[src/rtl/run_controller_pkg.sv]
// Shared encodings for the run controller: FSM state values and exception cause codes.
package rc_pkg;

  localparam int RC_STATE_W = 3;

  typedef enum logic [RC_STATE_W-1:0] {
    RC_HALT = 3'd0,
    RC_RUN  = 3'd1,
    RC_STEP = 3'd2,
    RC_LOAD = 3'd3,
    RC_EXC  = 3'd4
  } rc_state_e;

  localparam logic [1:0] CAUSE_NONE  = 2'd0;
  localparam logic [1:0] CAUSE_OVF   = 2'd1;
  localparam logic [1:0] CAUSE_UNDEF = 2'd2;
  localparam logic [1:0] CAUSE_ARITH = 2'd3;

endpackage

[src/rtl/run_controller_if.sv]
// Buttons/datapath to run controller bundle; master drives buttons and datapath status, slave is the controller.
interface run_controller_if #(
  parameter int PC_W  = 8,
  parameter int CNT_W = 16
);
  import rc_pkg::*;

  logic                  RC_run;
  logic                  RC_halt;
  logic                  RC_step;
  logic                  RC_load;
  logic [PC_W-1:0]       RC_load_val;
  logic [PC_W-1:0]       RC_pc;
  logic                  RC_bp_en;
  logic [PC_W-1:0]       RC_bp_addr;
  logic                  RC_exc_in;
  logic [1:0]            RC_exc_code;
  logic                  RC_cpu_en;
  logic                  RC_pc_load;
  logic [PC_W-1:0]       RC_pc_val;
  logic [PC_W-1:0]       RC_epc;
  logic [1:0]            RC_cause;
  logic [RC_STATE_W-1:0] RC_state;
  logic [CNT_W-1:0]      RC_cycles;

  modport master (
    output RC_run, RC_halt, RC_step, RC_load, RC_load_val, RC_pc,
           RC_bp_en, RC_bp_addr, RC_exc_in, RC_exc_code,
    input  RC_cpu_en, RC_pc_load, RC_pc_val, RC_epc, RC_cause, RC_state, RC_cycles
  );

  modport slave (
    input  RC_run, RC_halt, RC_step, RC_load, RC_load_val, RC_pc,
           RC_bp_en, RC_bp_addr, RC_exc_in, RC_exc_code,
    output RC_cpu_en, RC_pc_load, RC_pc_val, RC_epc, RC_cause, RC_state, RC_cycles
  );

endinterface

[src/rtl/rc_edge_detect.sv]
// Rising-edge detector for a level button; history resets high so a button held through reset gives no pulse.
module rc_edge_detect (
  input  logic clk,
  input  logic rst,
  input  logic btn,
  output logic pulse
);

  logic prev;

  always_ff @(posedge clk or posedge rst) begin
    if (rst) prev <= 1'b1;
    else     prev <= btn;
  end

  assign pulse = btn & ~prev;

endmodule

[src/rtl/run_controller.sv]
// Execution sequencer for the single-cycle MIPS: run/halt/step/load, one PC breakpoint,
// exception capture with optional auto-vectoring, and a saturating executed-cycle counter.
module run_controller
  import rc_pkg::*;
#(
  parameter int              PC_W       = 8,
  parameter int              CNT_W      = 16,
  parameter bit              AUTO_VEC   = 1'b0,
  parameter logic [PC_W-1:0] EXC_VECTOR = 'h80
) (
  input logic           SYS_clk,
  input logic           SYS_reset,
  run_controller_if.slave bus
);

  logic             run_edge, halt_edge, step_edge, load_edge;
  rc_state_e        state;
  logic [PC_W-1:0]  epc, load_val_q, pc_val;
  logic [1:0]       cause;
  logic [CNT_W-1:0] cycles;
  logic             bp_skip, bp_hit, cpu_en, pc_load, exc_take;

  rc_edge_detect u_run  (.clk(SYS_clk), .rst(SYS_reset), .btn(bus.RC_run),  .pulse(run_edge));
  rc_edge_detect u_halt (.clk(SYS_clk), .rst(SYS_reset), .btn(bus.RC_halt), .pulse(halt_edge));
  rc_edge_detect u_step (.clk(SYS_clk), .rst(SYS_reset), .btn(bus.RC_step), .pulse(step_edge));
  rc_edge_detect u_load (.clk(SYS_clk), .rst(SYS_reset), .btn(bus.RC_load), .pulse(load_edge));

  // bp_skip lets a resume at the breakpoint PC execute it instead of re-halting.
  always_comb begin
    bp_hit   = bus.RC_bp_en && (bus.RC_pc == bus.RC_bp_addr) && !bp_skip;
    cpu_en   = ((state == RC_RUN) && !bp_hit) || (state == RC_STEP);
    pc_load  = (state == RC_LOAD) || (AUTO_VEC && (state == RC_EXC));
    exc_take = bus.RC_exc_in && cpu_en;
    pc_val   = '0;
    if (state == RC_LOAD)                   pc_val = load_val_q;
    else if (AUTO_VEC && (state == RC_EXC)) pc_val = EXC_VECTOR;
  end

  always_ff @(posedge SYS_clk or posedge SYS_reset) begin
    if (SYS_reset) begin
      state      <= RC_HALT;
      epc        <= '0;
      cause      <= CAUSE_NONE;
      cycles     <= '0;
      load_val_q <= '0;
      bp_skip    <= 1'b0;
    end else begin
      if (cpu_en) begin
        bp_skip <= 1'b0;
        if (cycles != {CNT_W{1'b1}}) cycles <= cycles + 1'b1;
      end
      if (exc_take) begin
        epc   <= bus.RC_pc;
        cause <= bus.RC_exc_code;
      end
      case (state)
        RC_HALT: begin
          if (halt_edge) begin
            state <= RC_HALT;
          end else if (load_edge) begin
            state      <= RC_LOAD;
            load_val_q <= bus.RC_load_val;
          end else if (step_edge) begin
            state   <= RC_STEP;
            bp_skip <= 1'b1;
          end else if (run_edge) begin
            state   <= RC_RUN;
            bp_skip <= 1'b1;
          end
        end
        RC_RUN: begin
          if (exc_take)                state <= RC_EXC;
          else if (halt_edge || bp_hit) state <= RC_HALT;
        end
        RC_STEP: begin
          state <= exc_take ? RC_EXC : RC_HALT;
        end
        RC_LOAD: begin
          cycles <= '0;
          cause  <= CAUSE_NONE;
          state  <= RC_HALT;
        end
        RC_EXC: begin
          // Parked unless auto-vectoring; only a load edge leaves a parked exception.
          if (AUTO_VEC) begin
            state <= RC_RUN;
          end else if (load_edge) begin
            state      <= RC_LOAD;
            load_val_q <= bus.RC_load_val;
          end
        end
        default: state <= RC_HALT;
      endcase
    end
  end

  assign bus.RC_cpu_en  = cpu_en;
  assign bus.RC_pc_load = pc_load;
  assign bus.RC_pc_val  = pc_val;
  assign bus.RC_epc     = epc;
  assign bus.RC_cause   = cause;
  assign bus.RC_state   = state;
  assign bus.RC_cycles  = cycles;

endmodule

[src/flat_wrapper.sv]
// flat-port wrapper written by rule: the top's interface ports become plain ports
module run_controller_flat import rc_pkg::*;
#(
  parameter int              PC_W       = 8,
  parameter int              CNT_W      = 16,
  parameter bit              AUTO_VEC   = 1'b0,
  parameter logic [PC_W-1:0] EXC_VECTOR = 'h80
)
  (SYS_clk, SYS_reset, bus_RC_run, bus_RC_halt, bus_RC_step, bus_RC_load, bus_RC_load_val, bus_RC_pc, bus_RC_bp_en, bus_RC_bp_addr, bus_RC_exc_in, bus_RC_exc_code, bus_RC_cpu_en, bus_RC_pc_load, bus_RC_pc_val, bus_RC_epc, bus_RC_cause, bus_RC_state, bus_RC_cycles);
  run_controller_if #(.PC_W(PC_W), .CNT_W(CNT_W)) bus_i ();
  input logic SYS_clk;
  input logic SYS_reset;
  input wire logic [$bits(bus_i.RC_run)-1:0] bus_RC_run;
  input wire logic [$bits(bus_i.RC_halt)-1:0] bus_RC_halt;
  input wire logic [$bits(bus_i.RC_step)-1:0] bus_RC_step;
  input wire logic [$bits(bus_i.RC_load)-1:0] bus_RC_load;
  input wire logic [$bits(bus_i.RC_load_val)-1:0] bus_RC_load_val;
  input wire logic [$bits(bus_i.RC_pc)-1:0] bus_RC_pc;
  input wire logic [$bits(bus_i.RC_bp_en)-1:0] bus_RC_bp_en;
  input wire logic [$bits(bus_i.RC_bp_addr)-1:0] bus_RC_bp_addr;
  input wire logic [$bits(bus_i.RC_exc_in)-1:0] bus_RC_exc_in;
  input wire logic [$bits(bus_i.RC_exc_code)-1:0] bus_RC_exc_code;
  output wire logic [$bits(bus_i.RC_cpu_en)-1:0] bus_RC_cpu_en;
  output wire logic [$bits(bus_i.RC_pc_load)-1:0] bus_RC_pc_load;
  output wire logic [$bits(bus_i.RC_pc_val)-1:0] bus_RC_pc_val;
  output wire logic [$bits(bus_i.RC_epc)-1:0] bus_RC_epc;
  output wire logic [$bits(bus_i.RC_cause)-1:0] bus_RC_cause;
  output wire logic [$bits(bus_i.RC_state)-1:0] bus_RC_state;
  output wire logic [$bits(bus_i.RC_cycles)-1:0] bus_RC_cycles;
  assign bus_i.RC_run = bus_RC_run;
  assign bus_i.RC_halt = bus_RC_halt;
  assign bus_i.RC_step = bus_RC_step;
  assign bus_i.RC_load = bus_RC_load;
  assign bus_i.RC_load_val = bus_RC_load_val;
  assign bus_i.RC_pc = bus_RC_pc;
  assign bus_i.RC_bp_en = bus_RC_bp_en;
  assign bus_i.RC_bp_addr = bus_RC_bp_addr;
  assign bus_i.RC_exc_in = bus_RC_exc_in;
  assign bus_i.RC_exc_code = bus_RC_exc_code;
  assign bus_RC_cpu_en = bus_i.RC_cpu_en;
  assign bus_RC_pc_load = bus_i.RC_pc_load;
  assign bus_RC_pc_val = bus_i.RC_pc_val;
  assign bus_RC_epc = bus_i.RC_epc;
  assign bus_RC_cause = bus_i.RC_cause;
  assign bus_RC_state = bus_i.RC_state;
  assign bus_RC_cycles = bus_i.RC_cycles;
  run_controller #(.PC_W(PC_W), .CNT_W(CNT_W), .AUTO_VEC(AUTO_VEC), .EXC_VECTOR(EXC_VECTOR)) u_core (.SYS_clk(SYS_clk), .SYS_reset(SYS_reset), .bus(bus_i));
endmodule
[config.mk]
export PLATFORM = sky130hd
export DESIGN_NAME = run_controller_flat
export DESIGN_NICKNAME = d
export VERILOG_FILES = /design/src/rtl/run_controller_pkg.sv /design/src/rtl/run_controller_if.sv /design/src/rtl/rc_edge_detect.sv /design/src/rtl/run_controller.sv /design/src/flat_wrapper.sv
export SDC_FILE = /design/constraint.sdc
export NUM_CORES = 1
export LEC_CHECK = 0
export ABC_CLOCK_PERIOD_IN_PS = 1900
export CAP_MARGIN = 20
export CORE_ASPECT_RATIO = 0.5
export CORE_MARGIN = 2
export CORE_UTILIZATION = 41
export CTS_CLUSTER_SIZE = 28
export DETAILED_ROUTE_END_ITERATION = 12
export GPL_TIMING_DRIVEN = 0
export PLACE_DENSITY = 0.76
export SLEW_MARGIN = 20
export SYNTH_ARGS = -nofsm -noshare
export SYNTH_HDL_FRONTEND = slang
export SYNTH_SLANG_ARGS = --single-unit
[constraint.sdc]
create_clock -name SYS_clk -period 1.9 [get_ports SYS_clk]
set_input_delay 0.475 -clock SYS_clk [delete_from_list [all_inputs] [get_ports SYS_clk]]
set_output_delay 0.475 -clock SYS_clk [all_outputs]
set_load 0.02 [all_outputs]
Word-level counts from Yosys, hierarchy flattened
Cells that the tools add are included.
Widths: inputs -> output; s select.
- output and inout bits: 39
- bits in registers: 42
- bits of input ports: 34
- muxes and demuxes: 24
- add/subtract/negate cells: 1
- reduce and logical (&&, ||, !) cells: 16
- equal/unequal tests: 10
- bitwise gates (word level): 8
- operator list (kind ; number):
    $mux 16 ; 3
    $mux 3 ; 8
    $mux 8 ; 3
    $add 16x1->16 const B ; 1
    $ne 16x16->1 const B ; 1
    $pmux 8 s2 ; 1
    $pmux 3 s4 ; 1
    $eq 8x8->1 ; 1
    $reduce_bool 2->1 ; 4
    $eq 3x2->1 const B ; 2
    $mux 1 ; 6
    $ne 5x1->1 const B ; 1
    $and 1x1->1 ; 4
    $logic_and 1x1->1 ; 4
    $mux 2 ; 2
    $not 1->1 ; 4
    $reduce_and 2->1 ; 2
    $eq 3x1->1 const B ; 1
    $eq 3x3->1 const B ; 1
    $logic_not 3->1 ; 1
    $ne 3x2->1 const B ; 1
    $reduce_and 3->1 ; 1
    $logic_not 1->1 ; 2
    $logic_or 1x1->1 ; 2
    other kinds (2) ; 2

Depth between registers and ports, before layout
Gate-level depths: netlist (run 1).
- word-level depth: 12
- mapped depth: 9
- gate-level depth less buffers: 7

Hierarchy
Synthesis (run 1) repeated with hierarchy kept, for this count alone.
- cell total of the unflattened synthesis: 201
- area, all modules: 2152.1 µm²
- by module, submodules not included (module ; instances ; seq. area each (µm²) ; cells an instance ; area each (µm²)):
    run_controller ; 1 ; 950.9 ; 189 ; 1976.9
    rc_edge_detect ; 4 ; 26.3 ; 3 ; 43.8

Least setup slack after synthesis (run 1)
OpenSTA, ideal clock, no wires.
- kind: in2reg
- from: input bus_RC_bp_addr[7]
- to: register u_core.epc[0], in the netlist u_core.bus.RC_epc[0]
- cell stages on the path: 7
- arrival: 1.979 ns
- library setup time: 0.125 ns
- path slack: -0.204 ns
- buffers on the path: 1
- path through: xor2_1 -> nand4b_1 -> nor4_4 -> nor2_4 -> nand2_4 -> buf_12 -> mux2_4
- longest elaborated chain between the ends: 7
- ends and longest elaborated chain (what ; line ; RTL):
    start: declaration ; flat_wrapper.sv:20 ; input wire logic [$bits(bus_i.RC_bp_addr)-1:0] bus_RC_bp_addr;
    $eq 8x8->1 ; run_controller.sv:30 ; bp_hit = bus.RC_bp_en && (bus.RC_pc == bus.RC_bp_addr) && !bp_skip;
    $logic_and 1x1->1 (2 in series) ; run_controller.sv:30 ;
    $logic_not 1->1 ; run_controller.sv:31 ; cpu_en = ((state == RC_RUN) && !bp_hit) || (state == RC_STEP);
    $logic_and 1x1->1 ; run_controller.sv:31 ;
    $logic_or 1x1->1 ; run_controller.sv:31 ;
    named net bus_RC_cpu_en ; flat_wrapper.sv:23 ; output wire logic [$bits(bus_i.RC_cpu_en)-1:0] bus_RC_cpu_en;
    $logic_and 1x1->1 ; run_controller.sv:33 ; exc_take = bus.RC_exc_in && cpu_en;
    end signal: assignment ; run_controller.sv:53 ; epc <= bus.RC_pc;
    end: declaration ; run_controller.sv:18 ; logic [PC_W-1:0] epc, load_val_q, pc_val;
The timed path passes the listed nets, and every way through them passes these cells.
A chain may end at the register's enable or synchronous reset.

Worst setup path in the final report (run 1)
- from: input bus_RC_pc[6]
- to: output bus_RC_cpu_en
- longest elaborated chain between the ends: 6
- ends and longest elaborated chain (what ; line ; RTL):
    start: declaration ; flat_wrapper.sv:18 ; input wire logic [$bits(bus_i.RC_pc)-1:0] bus_RC_pc;
    $eq 8x8->1 ; run_controller.sv:30 ;
    $logic_and 1x1->1 (2 in series) ; run_controller.sv:30 ;
    $logic_not 1->1 ; run_controller.sv:31 ;
    $logic_and 1x1->1 ; run_controller.sv:31 ;
    $logic_or 1x1->1 ; run_controller.sv:31 ;
    end: declaration ; flat_wrapper.sv:23 ;
No other way between the ends.

==> results of run 1 <==
[worst reg2reg max path: stages (launching register included)]
cell and delay (ns):
dfrtp_2 0.43, buf_6 0.13, nor3b_4 0.31, a21oi_4 0.09, a41o_4 0.31, nor2_4 0.16
buf_8 0.15, nand4_1 0.16, mux2i_1 0.24
[flip-flops by register name, summed over array words and instances (netlist names)]
register / flops
u_core.bus.RC_epc: 8
u_core.bus.RC_cycles: 16
u_core.u_step.prev: 1
u_core.load_val_q: 8
u_core.u_run.prev: 1
u_core.bus.RC_cause: 2
u_core.bus.RC_state: 3
u_core.u_halt.prev: 1
u_core.bp_skip: 1
u_core.u_load.prev: 1
[cells by family (layout without fill, tap and decap cells)]
kind of cell	after synthesis	in the layout	synth area share (%)
adders and majority gates	1	1	0.588
AOI/OAI and AO/OA	18	18	6.23
and+or+nand+nor	79	79	21.3
DFF	42	42	49.6
xor gates and xnor gates	13	13	5.35
buffers and inverters	11	125	3.41
muxes	24	24	13.5
[synthesized netlist by cell type, drive strengths merged, types with 4 or more instances]
master / instances / share of area, %
a21oi: 5 / 1.2
and2: 9 / 2.6
and3: 5 / 1.5
dfrtp: 38 / 45
dfstp: 4 / 4.9
inv: 5 / 0.88
mux2: 16 / 9.7
mux2i: 8 / 3.8
nand2: 24 / 4.6
nand2b: 5 / 1.5
nand4: 4 / 1.2
nor2: 14 / 2.9
nor4: 5 / 2.2
xnor2: 11 / 4.5
[cell type report]
class | count | area, um2
repair buffers | 107 | 1050
well taps | 70 | 87.6
fillers | 308 | 1290
clock buffers | 7 | 86.3
multi-input cells | 135 | 1270
plain buffers | 4 | 53.8
inverters | 6 | 23.8
flip-flops and latches | 42 | 1060
clock inverters | 1 | 30.0
[how the worst max path moves through the flow]
stage                                   startpoint                                   end  slack [ns]  depth (start not counted)
6_report                              bus_RC_pc[6]                         bus_RC_cpu_en       -0.20                          6
5_1_grt        u_core.bus.RC_cycles[6]$_DFFE_PP0P_  u_core.bus.RC_cycles[10]$_DFFE_PP0P_       -0.24                          7
4_1_cts         u_core.bus.RC_state[2]$_DFFE_PP0P_  u_core.bus.RC_cycles[12]$_DFFE_PP0P_       -0.09                          8
3_5_place_dp                          bus_RC_pc[0]                         bus_RC_cpu_en       -1.22                          6
3_3_place_gp                          bus_RC_pc[1]                         bus_RC_cpu_en       -1.19                          6
2_1_floorplan                    bus_RC_bp_addr[7]      u_core.bus.RC_epc[0]$_DFFE_PP0P_       -0.15                          7
[where the power goes]
group | switching (mW) | internal [mW] | leakage [nW] | total, mW
Sequential | 0.367 | 1.27 | 0.512 | 1.64
Combinational | 1.34 | 1.57 | 1.14 | 2.91
Clock | 0.328 | 0.429 | 0.0585 | 0.757
Total | 2.04 | 3.27 | 1.71 | 5.31
[timing repair]
item	4_1_cts	5_1_grt
resized for setup	120	55
cloned	1	1
setup endpoints to repair	48	44
setup buffers	25	7
pin swaps	17	20
[routing by layer]
| layer | wire (um) | part of all wire (%) | vias to the layer above | track usage (%) |
|---|---|---|---|---|
| met1 | 2740 | 39 | 1002 | 25.3 |
| met4 | 168 | 2.4 | 0 | 10.7 |
| met3 | 430 | 6.1 | 20 | 3.75 |
| met2 | 3670 | 52 | 87 | 36.5 |
| li1 | - | - | 881 | - |
| met5 | 0 | 0 | - | 0 |
==> impl_metrics.tcl, run 1 <==
set metrics [dict create \
    cts_root_buf "clkbuf_8" \
    setup_viol 30 \
    r2r_end "u_core.bus.RC_cycles[8]$_DFFE_PP0P_" \
    cp.arrival_ns 1.63 \
    status "finished, violations left" \
    syn_to_final_growth_pct 72.1 \
    drive_above_1_share_pct 45.7 \
    core-area_mm2 0.00495 \
    start_util_pct 43.0 \
    diodes 0 \
    fin_total_pwr_mw 5.31 \
    hold_violations 0 \
    hold_class "primary input to register" \
    ys_ff_latch 42 \
    failed_checks "setup timing" \
    final.setup.tns_ns -3.14 \
    synth_cells 188 \
    r2r_cells 8 \
    fin_nets 336 \
    ys_seq_area_share_pct 49.6 \
    grt_max_degree 24 \
    path_clk_slew_ns 0.07 \
    slew_violations 0 \
    worstSetupEndpointType "output pin" \
    critPathLaunchType "primary input" \
    rsz0062_at_grt "yes" \
    drc 0 \
    peakVddDrop_mv 0.643 \
    rrSetupSlack_ns -0.16 \
    clock_sinks 42 \
    fin_area_mm2 0.00366 \
    ys_types 44 \
    dp_hpwl_mm 3.68 \
    grt_usage_pct 20.6 \
    cp_num_buf_inv 2 \
    fin_hold_ws_ns 0.390 \
    worst_pin_slew_ns 0.526 \
    synth_area_per_cell_um2 11.3 \
    die-area_mm2 0.00582 \
    crit_chain "buf_2 > xnor2_2 > nand4b_1 > nor4_4 > nor2_4 > buf_6" \
    cpMaxStageDelayCell "nor4_4" \
    period_needed_ns 2.10 \
    timing.fmax_mhz 476 \
    whs_endpoint "u_core.bus.RC_epc[7]$_DFFE_PP0P_" \
    cts_buffers 5 \
    relSlewSlack_pct 64.6 \
    first_global_vias 1800 \
    wl_per_cell_um 18.8 \
    hp-start "bus_RC_pc[7]" \
    final_common_cell "clkdlybuf4s50_1" \
    utilization_pct 73.9 \
    period_share_pct 111 \
    via_per_inst 5.35 \
    async_flop_share_pct 100 \
    synth_edf_count 0 \
    grt_antenna_before_repair 0 \
    final_cells 372 \
    grt_first_pass_wirelength_mm 8.83 \
    cellPowerDensity_mw_per_mm2 1450 \
    vias 1990 \
    dp.cells 331 \
    mostFrequentLayoutCells "38 x clkdlybuf4s50_1, 34 x dfrtp_1, 25 x buf_4" \
    io_buffers 72 \
    cap_viol_max_count 0 \
    clock_latency_ns 0.31 \
    pre_cts_ws_ns -1.22 \
    cts_max_level 2 \
    leakage_nw 1.71 \
    rows 18 \
    critPathKind "primary input to output pin" \
    setup_slack_ns -0.201 \
    cts_hold_buf 0 \
    die_w_um 106 \
    ios 73 \
    crit_path_max_fanout 2 \
    final.setup_skew_ns 0.0132 \
    synth_nets 223 \
    hold-path-cell-count 2 \
    slowest_delay_ns 0.44 \
    worstPathRequired_ns 1.42 \
    syn-cell-area_mm2 0.00213 \
    r2r_start "u_core.bus.RC_state[2]$_DFFE_PP0P_" \
    cts_tree "yes" \
    drtPass1Iterations 4 \
    ant_nets 0 \
    routed_wl_mm 7.00 \
    critPathTopFamily "simple AND/OR/NAND/NOR gates" \
    dr.first_iter.drc_count 110 \
    die_h_um 54.9 \
    ys.flop_type "dfrtp_1" \
    placed_area_mm2 0.00305 \
    clockBufferDepth 2 \
    ys_warn_count 0 \
    gp_congestion 0.746 \
    grt_overflow 0 \
]
No activity file was read; power rests on OpenSTA's default activity.
==> run 2: changes to the inputs <==
--- a/config.mk
+++ b/config.mk
@@ -10,6 +10,7 @@
 export CORE_ASPECT_RATIO = 0.5
 export CORE_MARGIN = 2
 export CORE_UTILIZATION = 41
+export CTS_CLUSTER_DIAMETER = 50
 export CTS_CLUSTER_SIZE = 28
 export DETAILED_ROUTE_END_ITERATION = 12
 export GPL_TIMING_DRIVEN = 0
==> results of run 2 <==
Same layout as run 1: the final DEF is identical, and so are final timing and power.
==> run 3: changes to the inputs <==
--- a/config.mk
+++ b/config.mk
@@ -5,7 +5,7 @@
 export SDC_FILE = /design/constraint.sdc
 export NUM_CORES = 1
 export LEC_CHECK = 0
-export ABC_CLOCK_PERIOD_IN_PS = 1900
+export ABC_CLOCK_PERIOD_IN_PS = 1700
 export CAP_MARGIN = 20
 export CORE_ASPECT_RATIO = 0.5
 export CORE_MARGIN = 2
==> constraint.sdc (replaced) <==
create_clock -name SYS_clk -period 1.7 [get_ports SYS_clk]
set_input_delay 0.425 -clock SYS_clk [delete_from_list [all_inputs] [get_ports SYS_clk]]
set_output_delay 0.425 -clock SYS_clk [all_outputs]
set_load 0.02 [all_outputs]
==> impl_metrics.tcl, run 3 (same netlist as run 1, synthesis figures left out) <==
set metrics [dict create \
    setup_slack_ns -0.296 \
    ant_nets 0 \
    cts_max_level 2 \
    drc 0 \
    die-area_mm2 0.00582 \
    wl_per_cell_um 17.3 \
    period_share_pct 117 \
    fin_hold_ws_ns 0.388 \
    seqPwrFrac_pct 32.7 \
    relSlewSlack_pct 66.5 \
    period_needed_ns 2.00 \
    die_h_um 54.9 \
    fin_total_pwr_mw 5.55 \
    path_clk_slew_ns 0.08 \
    final_common_cell "buf_4" \
    mostFrequentLayoutCells "35 x buf_4, 33 x dfrtp_1, 22 x dlygate4sd2_1" \
    routed_wl_mm 6.53 \
    critPathKind "primary input to output pin" \
    dr.first_iter.drc_count 76 \
    grt_usage_pct 21.1 \
    status "finished, violations left" \
    cap_viol_max_count 0 \
    slew_violations 0 \
    clock_latency_ns 0.29 \
    cts_tree "yes" \
    die_w_um 106 \
    largest_reg_flops 16 \
    grt_max_degree 26 \
    critPathTopFamily "simple AND/OR/NAND/NOR gates" \
    worst_pin_slew_ns 0.502 \
    critPathLaunchType "primary input" \
    rsz0062_at_grt "yes" \
    first_global_vias 1873 \
    final.setup_skew_ns 0.00357 \
    peakVddDrop_mv 0.762 \
    p_int_mw 3.33 \
    rows 18 \
    grt_antenna_before_repair 0 \
    cpMaxStageDelayCell "nor4_4" \
    crit_chain "buf_4 > xnor2_4 > nand4b_1 > nor4_4 > nor2_4 > buf_6" \
    clock_sinks 42 \
    fin_nets 341 \
    syn_to_final_growth_pct 73.6 \
    via_per_inst 5.12 \
    core-area_mm2 0.00495 \
    worstPathRequired_ns 1.27 \
    slowest_delay_ns 0.43 \
    cellPowerDensity_mw_per_mm2 1500 \
    hold_class "primary input to register" \
    diodes 0 \
    setup_viol 36 \
    gp_congestion 0.753 \
    sw_frac_of_total_pct 40.0 \
    clockPowerShare_pct 11.4 \
    start_util_pct 43.0 \
    final_cells 377 \
    cp.arrival_ns 1.57 \
    io_buffers 72 \
    leakage_nw 1.87 \
    switchingPower_mw 2.22 \
    cp_num_buf_inv 2 \
    grt_overflow 0 \
    hold_violations 0 \
    utilization_pct 74.6 \
    drive_above_1_share_pct 47.9 \
    clockBufferDepth 2 \
    dp_hpwl_mm 3.61 \
    dp.cells 331 \
    crit_path_max_fanout 2 \
    drtPass1Iterations 4 \
    timing.fmax_mhz 501 \
    cts_buffers 5 \
    vias 1930 \
    nFillCells 288 \
    worstSetupEndpointType "output pin" \
    cts_root_buf "clkbuf_8" \
    failed_checks "setup timing" \
    pwr-share-comb_pct 55.9 \
    grt_first_pass_wirelength_mm 9.33 \
    ios 73 \
]
run 3: cell count changes in the layout (fill, tap and decap cells not counted), sizes merged:
cell,before,now
clkdlybuf4s15,6,5
dlymetal6s2s,4,9
bufinv,1,0
buf,54,58
dlygate4sd2,4,22
clkbuf,12,14
clkdlybuf4s50,38,16
run 3: final cells by class:
class	count	area, um2	area share [%]
sequential	42	1060	28.8
timing repair buffer	112	1060	28.8
inverter	6	23.8	0.643
clock buffer	8	80.1	2.17
tap	70	87.6	2.37
multi-input combinational	135	1320	35.8
buffer	4	53.8	1.46
run 3: power by group through the flow:
stage	clock, mW	sequential [mW]	combinational [mW]
2_1_floorplan	0	2.10	1.12
3_3_place_gp	0	1.77	2.39
3_5_place_dp	0	1.80	2.42
4_1_cts	0.640	1.78	2.85
5_1_grt	0.686	1.87	3.26
6_report	0.630	1.82	3.10
run 3: final timing paths:
check | startpoint | slack, ns | cells past startpoint | to
min reg2reg | u_core.bus.RC_epc[0]$_DFFE_PP0P_ | 0.51 | 1 | u_core.bus.RC_epc[0]$_DFFE_PP0P_
max reg2reg | u_core.bus.RC_cycles[0]$_DFFE_PP0P_ | -0.20 | 8 | u_core.bus.RC_cycles[12]$_DFFE_PP0P_
max | bus_RC_pc[4] | -0.30 | 6 | bus_RC_cpu_en
max in group asynchronous | SYS_reset | 0.72 | 3 | u_core.u_load.prev$_DFF_PP1_
min in group asynchronous | SYS_reset | 0.44 | 2 | u_core.bus.RC_cycles[9]$_DFFE_PP0P_
min | bus_RC_pc[7] | 0.39 | 2 | u_core.bus.RC_epc[7]$_DFFE_PP0P_
run 3: layer usage:
layer	up-vias	wire (um)	track usage, %
li1	894	-	-
met1	985	2880	27.3
met2	41	3380	38.0
met3	10	180	3.40
met4	0	93	7.02
met5	-	0	0
run 3: worst register-to-register path, cell delays in order, from the launching register on:
cell	delay [ns]
dfrtp_2	0.44
ha_4	0.16
and3_4	0.17
and3_4	0.19
a41o_4	0.27
nor2_4	0.13
buf_8	0.14
a31oi_4	0.08
a41o_1	0.22
run 3: through the flow:
stage          setup TNS (ns)  setup slack [ns]  instance area [um2]
2_1_floorplan           -6.67            -0.322                 2220
3_3_place_gp           -57.12             -1.30                 3030
3_5_place_dp           -33.45             -1.31                 3050
4_1_cts                 -4.07            -0.210                 3500
5_1_grt                 -7.77            -0.331                 3690
6_report                -6.13            -0.296                 3690
run 3: what timing repair did:
| item | 4_1_cts | 5_1_grt |
|---|---|---|
| gates resized for setup | 159 | 37 |
| buffers inserted | 24 | 14 |
| setup endpoints to repair | 66 | 54 |
| cloned | 0 | 1 |
| pin swaps | 33 | 16 |
| hold buffers | 0 | 0 |
